$ cat src/rtl/scene_reader_pipelined.sv
// Scene reader: streams pipelined triangle reads per model instance and pairs responses with its transform.
// Optional macro SCENE_READER_PREFETCH_EN adds a one-entry instance shadow that removes the IDLE bubble.
module scene_reader_pipelined #(
    parameter int unsigned MODEL_ID_W         = 8,
    parameter int unsigned TRI_IDX_W          = 16,
    parameter int unsigned TRANSFORM_W        = 288,
    parameter int unsigned TRIANGLE_W         = 288,
    parameter int unsigned MAX_OUTSTANDING    = 4,
    parameter int unsigned MAX_TRIANGLE_COUNT = 100
) (
    input  logic                   clk,
    input  logic                   rstn,
    input  logic                   scene_in_valid,
    output logic                   scene_in_ready,
    input  logic [MODEL_ID_W-1:0]  scene_in_model_id,
    input  logic [TRANSFORM_W-1:0] scene_in_transform,
    input  logic                   scene_in_last,
    output logic                   req_valid,
    input  logic                   req_ready,
    output logic [MODEL_ID_W-1:0]  req_model_id,
    output logic [TRI_IDX_W-1:0]   req_tri_idx,
    input  logic                   rsp_valid,
    output logic                   rsp_ready,
    input  logic [TRIANGLE_W-1:0]  rsp_triangle,
    input  logic                   rsp_last,
    output logic                   out_valid,
    input  logic                   out_ready,
    output logic [TRANSFORM_W-1:0] out_transform,
    output logic [TRIANGLE_W-1:0]  out_triangle,
    output logic                   out_triangle_last,
    output logic                   out_model_last,
    output logic                   cap_err
);
    localparam int unsigned CNT_W  = $clog2(MAX_OUTSTANDING + 1);
    localparam int unsigned IDX_CW = TRI_IDX_W + 1;
    localparam logic [CNT_W-1:0]  OUT_MAX = CNT_W'(MAX_OUTSTANDING);
    localparam logic [IDX_CW-1:0] IDX_CAP = IDX_CW'(MAX_TRIANGLE_COUNT);

    typedef enum logic [1:0] {IDLE, ISSUE, DRAIN} state_t;

    state_t                 state_q, state_d;
    logic [MODEL_ID_W-1:0]  id_q, id_d;
    logic [TRANSFORM_W-1:0] xf_q, xf_d;
    logic                   mlast_q, mlast_d;
    logic [IDX_CW-1:0]      tri_idx_q, tri_idx_d;
    logic                   seen_last_q, seen_last_d;
    logic [CNT_W-1:0]       outstanding_q, outstanding_d;
    logic                   req_valid_q, req_valid_d;
    logic                   cap_err_q, cap_err_d;
    logic                   ready_q, ready_d;

    logic                   scene_fire, req_fire, rsp_fire, rsp_dec;
    logic                   fwd, last_fire, drain_exit, load;
    logic [MODEL_ID_W-1:0]  load_id;
    logic [TRANSFORM_W-1:0] load_xf;
    logic                   load_last;

    // Response path is a zero-latency pass-through while forwarding, a sink otherwise
    assign fwd        = (state_q != IDLE) && !seen_last_q;
    assign out_valid  = fwd && rsp_valid;
    assign rsp_ready  = fwd ? out_ready : 1'b1;
    assign rsp_fire   = rsp_valid && rsp_ready;
    assign rsp_dec    = rsp_fire && (outstanding_q != '0);
    assign req_fire   = req_valid_q && req_ready;
    assign scene_fire = scene_in_valid && ready_q;
    assign last_fire  = fwd && rsp_fire && rsp_last;
    assign drain_exit = (state_q == DRAIN) && (outstanding_q == '0) && !rsp_fire && !req_valid_q;

    assign scene_in_ready    = ready_q;
    assign req_valid         = req_valid_q;
    assign req_model_id      = id_q;
    assign req_tri_idx       = TRI_IDX_W'(tri_idx_q);
    assign out_transform     = xf_q;
    assign out_triangle      = rsp_triangle;
    assign out_triangle_last = rsp_last;
    assign out_model_last    = mlast_q;
    assign cap_err           = cap_err_q;

`ifdef SCENE_READER_PREFETCH_EN
    logic                   sh_full_q, sh_full_d;
    logic [MODEL_ID_W-1:0]  sh_id_q, sh_id_d;
    logic [TRANSFORM_W-1:0] sh_xf_q, sh_xf_d;
    logic                   sh_last_q, sh_last_d;

    // An instance starts from the shadow first, so acceptance order is preserved
    assign load      = ((state_q == IDLE) || drain_exit) && (sh_full_q || scene_fire);
    assign load_id   = sh_full_q ? sh_id_q   : scene_in_model_id;
    assign load_xf   = sh_full_q ? sh_xf_q   : scene_in_transform;
    assign load_last = sh_full_q ? sh_last_q : scene_in_last;

    always_comb begin
        sh_full_d = sh_full_q;
        sh_id_d   = sh_id_q;
        sh_xf_d   = sh_xf_q;
        sh_last_d = sh_last_q;
        if (load && sh_full_q) sh_full_d = 1'b0;
        if (scene_fire && !(load && !sh_full_q)) begin
            sh_full_d = 1'b1;
            sh_id_d   = scene_in_model_id;
            sh_xf_d   = scene_in_transform;
            sh_last_d = scene_in_last;
        end
    end

    assign ready_d = !sh_full_d;

    always_ff @(posedge clk or negedge rstn) begin
        if (!rstn) begin
            sh_full_q <= 1'b0;
            sh_id_q   <= '0;
            sh_xf_q   <= '0;
            sh_last_q <= 1'b0;
        end else begin
            sh_full_q <= sh_full_d;
            sh_id_q   <= sh_id_d;
            sh_xf_q   <= sh_xf_d;
            sh_last_q <= sh_last_d;
        end
    end
`else
    assign load      = (state_q == IDLE) && scene_fire;
    assign load_id   = scene_in_model_id;
    assign load_xf   = scene_in_transform;
    assign load_last = scene_in_last;
    assign ready_d   = (state_d == IDLE);
`endif

    // Next-state, request generation and bookkeeping
    always_comb begin
        state_d       = state_q;
        id_d          = id_q;
        xf_d          = xf_q;
        mlast_d       = mlast_q;
        tri_idx_d     = req_fire ? tri_idx_q + IDX_CW'(1) : tri_idx_q;
        seen_last_d   = seen_last_q | last_fire;
        req_valid_d   = 1'b0;
        cap_err_d     = cap_err_q | ((state_q == DRAIN) && (outstanding_q == '0) && !seen_last_q);
        outstanding_d = outstanding_q;
        if (req_fire && !rsp_dec) outstanding_d = outstanding_q + CNT_W'(1);
        else if (!req_fire && rsp_dec) outstanding_d = outstanding_q - CNT_W'(1);

        case (state_q)
            IDLE: ;
            ISSUE: begin
                if (last_fire || (tri_idx_q == IDX_CAP)) begin
                    state_d = DRAIN;
                end else begin
                    req_valid_d = (req_valid_q && !req_ready) ||
                                  ((outstanding_d < OUT_MAX) && (tri_idx_d < IDX_CAP));
                end
            end
            DRAIN: if (drain_exit) state_d = IDLE;
            default: state_d = IDLE;
        endcase

        if (load) begin
            state_d     = ISSUE;
            id_d        = load_id;
            xf_d        = load_xf;
            mlast_d     = load_last;
            tri_idx_d   = '0;
            seen_last_d = 1'b0;
            req_valid_d = 1'b1;
        end
    end

    always_ff @(posedge clk or negedge rstn) begin
        if (!rstn) begin
            state_q       <= IDLE;
            id_q          <= '0;
            xf_q          <= '0;
            mlast_q       <= 1'b0;
            tri_idx_q     <= '0;
            seen_last_q   <= 1'b0;
            outstanding_q <= '0;
            req_valid_q   <= 1'b0;
            cap_err_q     <= 1'b0;
            ready_q       <= 1'b1;
        end else begin
            state_q       <= state_d;
            id_q          <= id_d;
            xf_q          <= xf_d;
            mlast_q       <= mlast_d;
            tri_idx_q     <= tri_idx_d;
            seen_last_q   <= seen_last_d;
            outstanding_q <= outstanding_d;
            req_valid_q   <= req_valid_d;
            cap_err_q     <= cap_err_d;
            ready_q       <= ready_d;
        end
    end
endmodule

$ cat config.mk
export PLATFORM = sky130hd
export DESIGN_NAME = scene_reader_pipelined
export DESIGN_NICKNAME = d
export VERILOG_FILES = /design/src/rtl/scene_reader_pipelined.sv
export SDC_FILE = /design/constraint.sdc
export NUM_CORES = 1
export LEC_CHECK = 0
export ABC_AREA = 0
export BUFFER_PORTS_ARGS = -buffer_cell sky130_fd_sc_hd__buf_2
export CORE_AREA = 2 2 472 474
export CTS_CLUSTER_DIAMETER = 50
export CTS_CLUSTER_SIZE = 20
export DETAILED_ROUTE_END_ITERATION = 12
export DIE_AREA = 0 0 474 476
export PLACE_DENSITY = 0.3
export RECOVER_POWER = 25
export SYNTH_ARGS = -nofsm -noshare
export SYNTH_HDL_FRONTEND = slang
export SYNTH_SLANG_ARGS = --single-unit
$ cat constraint.sdc
create_clock -name clk -period 2.6 [get_ports clk]
set_input_delay 0.26 -clock clk [delete_from_list [all_inputs] [get_ports clk]]
set_output_delay 0.26 -clock clk [all_outputs]
set_load 0.01 [all_outputs]
[After elaboration in Yosys (flattened, before gate mapping)]
Cells that the tools add are included.
Widths: inputs -> output; s select.
Word-level totals
  flip-flop bits (word level): 323
  output and inout bits: 607
Cells by class
  bitwise operators: 2
  $lt $le $gt $ge: 2
  add/sub/neg operators: 3
  reductions and logical operators: 30
  eq/ne operators: 3
  multiplexer cells: 13
Operators with widths (count)
  $mux 17: 2
  $add 17x1->17 const B: 1
  $eq 17x7->1 const B: 1
  $logic_and 1x1->1: 17
  $lt 17x7->1 const B: 1
  $logic_not 1->1: 6
  $mux 2: 3
  $mux 3: 2
  $pmux 2 s3: 1
  $mux 1: 5
  $logic_not 2->1: 2
  $add 3x1->3 const B: 1
  $logic_not 3->1: 1
  $lt 3x3->1 const B: 1
  $reduce_bool 3->1: 1
  $sub 3x1->3 const B: 1
  $eq 2x1->1 const B: 1
  $eq 2x2->1 const B: 1
  $logic_or 1x1->1: 2
  $or 1x1->1: 2
  $reduce_bool 2->1: 1

[Depth between registers and ports, before layout]
  depth after elaboration: 14
  mapped depth: 11

[Least setup slack after synthesis]
Ideal clock, no wire load.
  path kind: register to register
  start: register outstanding_q[0]
  end: register req_valid_q, in the netlist req_valid
  setup time: 0.067 ns
  data required time: 2.533 ns
  path buffers: 0
  arrival: 2.021 ns
  slack: 0.512 ns
  stages on the path, launching flop included: 11
  cell sequence: dfrtp_1 -> inv_1 -> ha_1 -> nor2b_1 -> or2_2 -> ha_1 -> nand2_1 -> o21ai_0 -> xor2_1 -> a2111oi_0 -> a41o_1
Between the ends
  word-level cells in the longest chain between the ends: 11
Ends and longest elaborated chain
  start: declaration: RTL line 47  | logic [CNT_W-1:0] outstanding_q, outstanding_d;
  start signal: assignment: RTL line 186  | outstanding_q <= outstanding_d;
  branches (longest 4 deep; another with $sub 3x1->3)
  $mux 3 (*): RTL line 139  | if (req_fire && !rsp_dec) outstanding_d = outstanding_q + CNT_W'(1);
  named net outstanding_d[2]: RTL line 47
  $lt 3x3->1 (*): RTL line 149  | ((outstanding_d < OUT_MAX) && (tri_idx_d < IDX_CAP));
  $logic_and 1x1->1 (*): RTL line 149
  $logic_or 1x1->1 (*): RTL line 148  | req_valid_d = (req_valid_q && !req_ready) ||
  $mux 1 (*): RTL line 145  | if (last_fire || (tri_idx_q == IDX_CAP)) begin
  $mux 1 (*): RTL line 142  | case (state_q)
  $mux 1 (*): RTL line 156  | if (load) begin
  named net req_valid_d: RTL line 48  | logic req_valid_q, req_valid_d;
  end signal: assignment: RTL line 187  | req_valid_q <= req_valid_d;
  end: declaration: RTL line 48
Mark *: on every way through the listed nets, which the timed path passes.
A chain may end at the register's enable or synchronous reset.

[Final worst setup path]
Ends and elaborated chain as after synthesis.

==> results by group <==
Logic synthesis
  – Yosys reg bits: 323
  – Most common library cells after synthesis: nand2_1, dfrtp_1, buf_4
  – Mapped Nets: 2335
  – Synth warn: 0
  – Count leader, synth: nand2_1
  – Post-synthesis sequential area ratio: 53.9%
  – Syn Area/Cell: 8.64 um2
  – Area leader, netlist: dfrtp_1
  – Post-Synthesis Cells: 1736
  – Share of the synthesized area in the top cell type: 53.7%
  – Cell variety after synth: 49
  – EDFF count, synth: 0
  – Synthesized area: 0.0150 mm2
  – Async S/R FF share, synth: 100%
  – Top area cells in the synthesized netlist: dfrtp_1, nand2_1, buf_4
  – Dominant synthesized flop cell: dfrtp_1

Setup path
  – Max incr delay on CP: 0.39 ns
  – Crit path cell chain: inv_1 -> ha_1 -> nor2b_1 -> or2_2 -> inv_1 -> ha_1 -> nand2_1 -> o21ai_0 -> xor2_1 -> a2111oi_2 -> a41o_1
  – Startpoint Class: flip-flop
  – CP max FO: 4
  – Worst path slowest cell: dfrtp_1
  – Buf/Inv on CP: 2
  – Kind of critical path: reg -> reg
  – Critical path's top delay family: simple AND/OR/NAND/NOR gates
  – Worst reg2reg startpoint: outstanding_q[0]
  – R2R setup slack: 0.26 ns
  – Worst Setup End Kind: flip-flop
  – Crit path DAT: 2.90 ns
  – R2r endpoint: req_valid
  – R2R depth: 11
  – Data required time of the critical path: 3.16 ns

Floorplanning
  – Ports: 1199
  – Site row count: 173
  – Die ar.: 0.226 mm2
  – Core area: 0.221 mm2
  – Starting Density: 6.79%
  – Die W: 474 um
  – Die height: 476 um

Power and ir drop
  – Net Sw Power: 0.0106 W
  – Peak VDD IR: 0.432 mV
  – Clock power frac: 34.6%
  – Sw frac: 39.2%
  – Comb power frac: 33.5%
  – Leakage: 12.3 nW
  – Pint: 0.0165 W
  – Sequential power share: 31.9%
  – Pwr Density: 1080 mW/mm2

Clock network
  – CTS tree: done
  – CTS Buffer Depth: 3
  – Clock transition at the registers of the reported paths: 0.05 ns
  – Clock sink count: 323
  – Post CTS Setup Buffer Count: 0
  – H-Tree Depth: 3
  – Num CTS Buffers: 68
  – Worst-Skew Late Latency: 0.68 ns
  – Root Buffer: clkbuf_16

Outcome
  – Failing checks: capacitance limit, slew limit
  – Outcome: complete, but fails checks

Timing
  – Fin crit share: 89.9%
  – Period minus WS final: 2.34 ns
  – Post-route setup TNS: 0 ns
  – Slew Limit Fails: 52
  – Fin. Hold Viols: 0
  – Max Clk Rate: 0.428 GHz
  – RSZ-0062 raised after global routing: false
  – Slew @ Worst Pin: 1.93 ns
  – Clock Skews: 0.0481 ns
  – Headroom to the max-slew limit: -29.0%
  – Final setup vio count: 0

Placed design
  – Detailed placement HPWL: 77.8 mm
  – Placed insts: 4996
  – Gpl congestion: 0.698
  – IO buf count: 622

Drt
  – Via/cell ratio: 2.55
  – First drt pass iteration count: 4
  – DRT iter0 DRCs: 485
  – DRT Wirelength: 95.4 mm
  – Vias: 13800
  – Antenna viol nets, final: 0
  – WL/cell: 17.5 um
  – DRC violations left: 0

Global routing
  – Vias in the first global route: 14600
  – GRT Total Usage: 8.25%
  – Largest net degree at the start of global routing: 88
  – First-pass GRT wire length: 126 mm
  – Gr ovfl total: 0
  – Initial antenna violation count: 37

Layout
  – Area growth from synthesis to layout: 67.7%
  – Area of the multi-input gates: 0.00429 mm2
  – Storage element area: 0.00808 mm2
  – Filler cells: 25600
  – Share of post-route cells with drive strength above 1: 32.5%
  – Layout Nets: 2992
  – Non-Filler Instances: 5436

Flow run
  – Max cap viols: 1

Min path
  – Cells on Worst Hold Path: 4
  – Hold_sp: scene_in_valid
  – WHS Endpoint: out_transform[241]
  – Hold Crit Class: in -> reg
-- registers in the layout (all words and copies together), names as in the netlist, 2 cells and up --
register and flops:
outstanding_q 3, state_q 2, req_model_id 8, out_transform 288
tri_idx_q 17
-- worst max path at each step --
| stage | from | to | cells after the start |
|---|---|---|---|
| after global placement | outstanding_q[0] | req_valid | 11 |
| after CTS | outstanding_q[0] | req_valid | 11 |
| after detailed placement | outstanding_q[0] | req_valid | 11 |
| after floorplan | outstanding_q[0] | req_valid | 10 |
| after global routing | outstanding_q[0] | req_valid | 11 |
| final | outstanding_q[0] | req_valid | 11 |
-- metal layers --
metal | GRT usage (%) | vias to the layer above | wire length [um] | part of all wire [%]
met5 | 0 | - | 97 | 0.10
met4 | 5.14 | 14 | 5490 | 5.8
met3 | 4.02 | 296 | 10600 | 11
met2 | 13.0 | 816 | 43200 | 45
met1 | 8.89 | 6343 | 36000 | 38
li1 | - | 6372 | - | -
-- cell usage in the layout (no fill, tap or decap), types with 3 or more instances in the layout --
cell type / count
dlygate4sd3_1: 302
a21oi_1: 5
nor2_1: 20
nor3_1: 4
diode_2: 13
or3_1: 4
clkbuf_8: 13
nor2b_1: 3
buf_12: 11
clkinv_2: 12
ha_1: 7
and4_1: 4
clkinvlp_4: 8
dfrtp_1: 322
xor2_1: 11
clkbuf_16: 68
buf_4: 29
clkbuf_1: 5
buf_2: 621
inv_16: 3
clkinv_16: 4
bufinv_16: 6
and3_1: 3
nand4_1: 5
inv_1: 7
xnor2_1: 7
clkinv_4: 6
nand3_1: 8
nand2_1: 907
o21ai_0: 7
-- power groups by stage --
stage / clock [W] / combinational (W) / sequential [W]
4_1_cts: 0.00983 / 0.00948 / 0.00869
3_3_place_gp: 0 / 0.00911 / 0.00869
6_report: 0.00937 / 0.00907 / 0.00866
3_5_place_dp: 0 / 0.00908 / 0.00871
5_1_grt: 0.0100 / 0.0103 / 0.00895
2_1_floorplan: 0 / 0.00346 / 0.00949
-- stage by stage --
step | hold WS [ns] | power [W] | utilization, % | cell area (um2) | setup WS (ns)
floorplan | -0.0356 | 0.0130 | - | 15000 | 0.512
global placement | 0.264 | 0.0178 | 8.90 | 19700 | 0.0894
detailed placement | 0.273 | 0.0178 | 8.90 | 19700 | 0.221
CTS | 0.0689 | 0.0280 | 11.4 | 25100 | 0.185
global route | 0.172 | 0.0293 | 11.4 | 25100 | 0.0605
finish | 0.214 | 0.0271 | 11.4 | 25200 | 0.264
-- cell families (layout without fill, tap and decap cells) --
group           after synthesis  in the layout  synth area share, %
compound gates               29             29                 1.33
xor+xnor                     18             18                 1.05
fa+ha+maj                     7              7                0.584
buf+inv                     384           1096                 17.7
flops                       323            323                 53.9
mux                           1              1               0.0667
other cells                   0             13                    0
simple gates                974            974                 25.4
-- final cells by class --
class	instances	share of cell area, %
well taps	2975	14.8
repair buffers	964	26.1
clock buffers	86	7.55
multi-input cells	1029	17.0
clock inverters	39	2.12
diodes	13	0.129
flip-flops and latches	323	32.1
inverters	7	0.104
-- timing repair --
action                                  CTS  global route
hold endpoints to repair                417             0
gates resized for setup                   0             2
hold buffers                            302             0
endpoints found under the setup margin    0             1
-- worst register-to-register path, stage by stage (launching register included) --
cell	delay (ns)
dfrtp_1	0.39
inv_1	0.08
ha_1	0.19
nor2b_1	0.15
or2_2	0.31
inv_1	0.07
ha_1	0.18
nand2_1	0.07
o21ai_0	0.19
xor2_1	0.30
a2111oi_2	0.07
a41o_1	0.24
(Power assumes the default switching activity.)
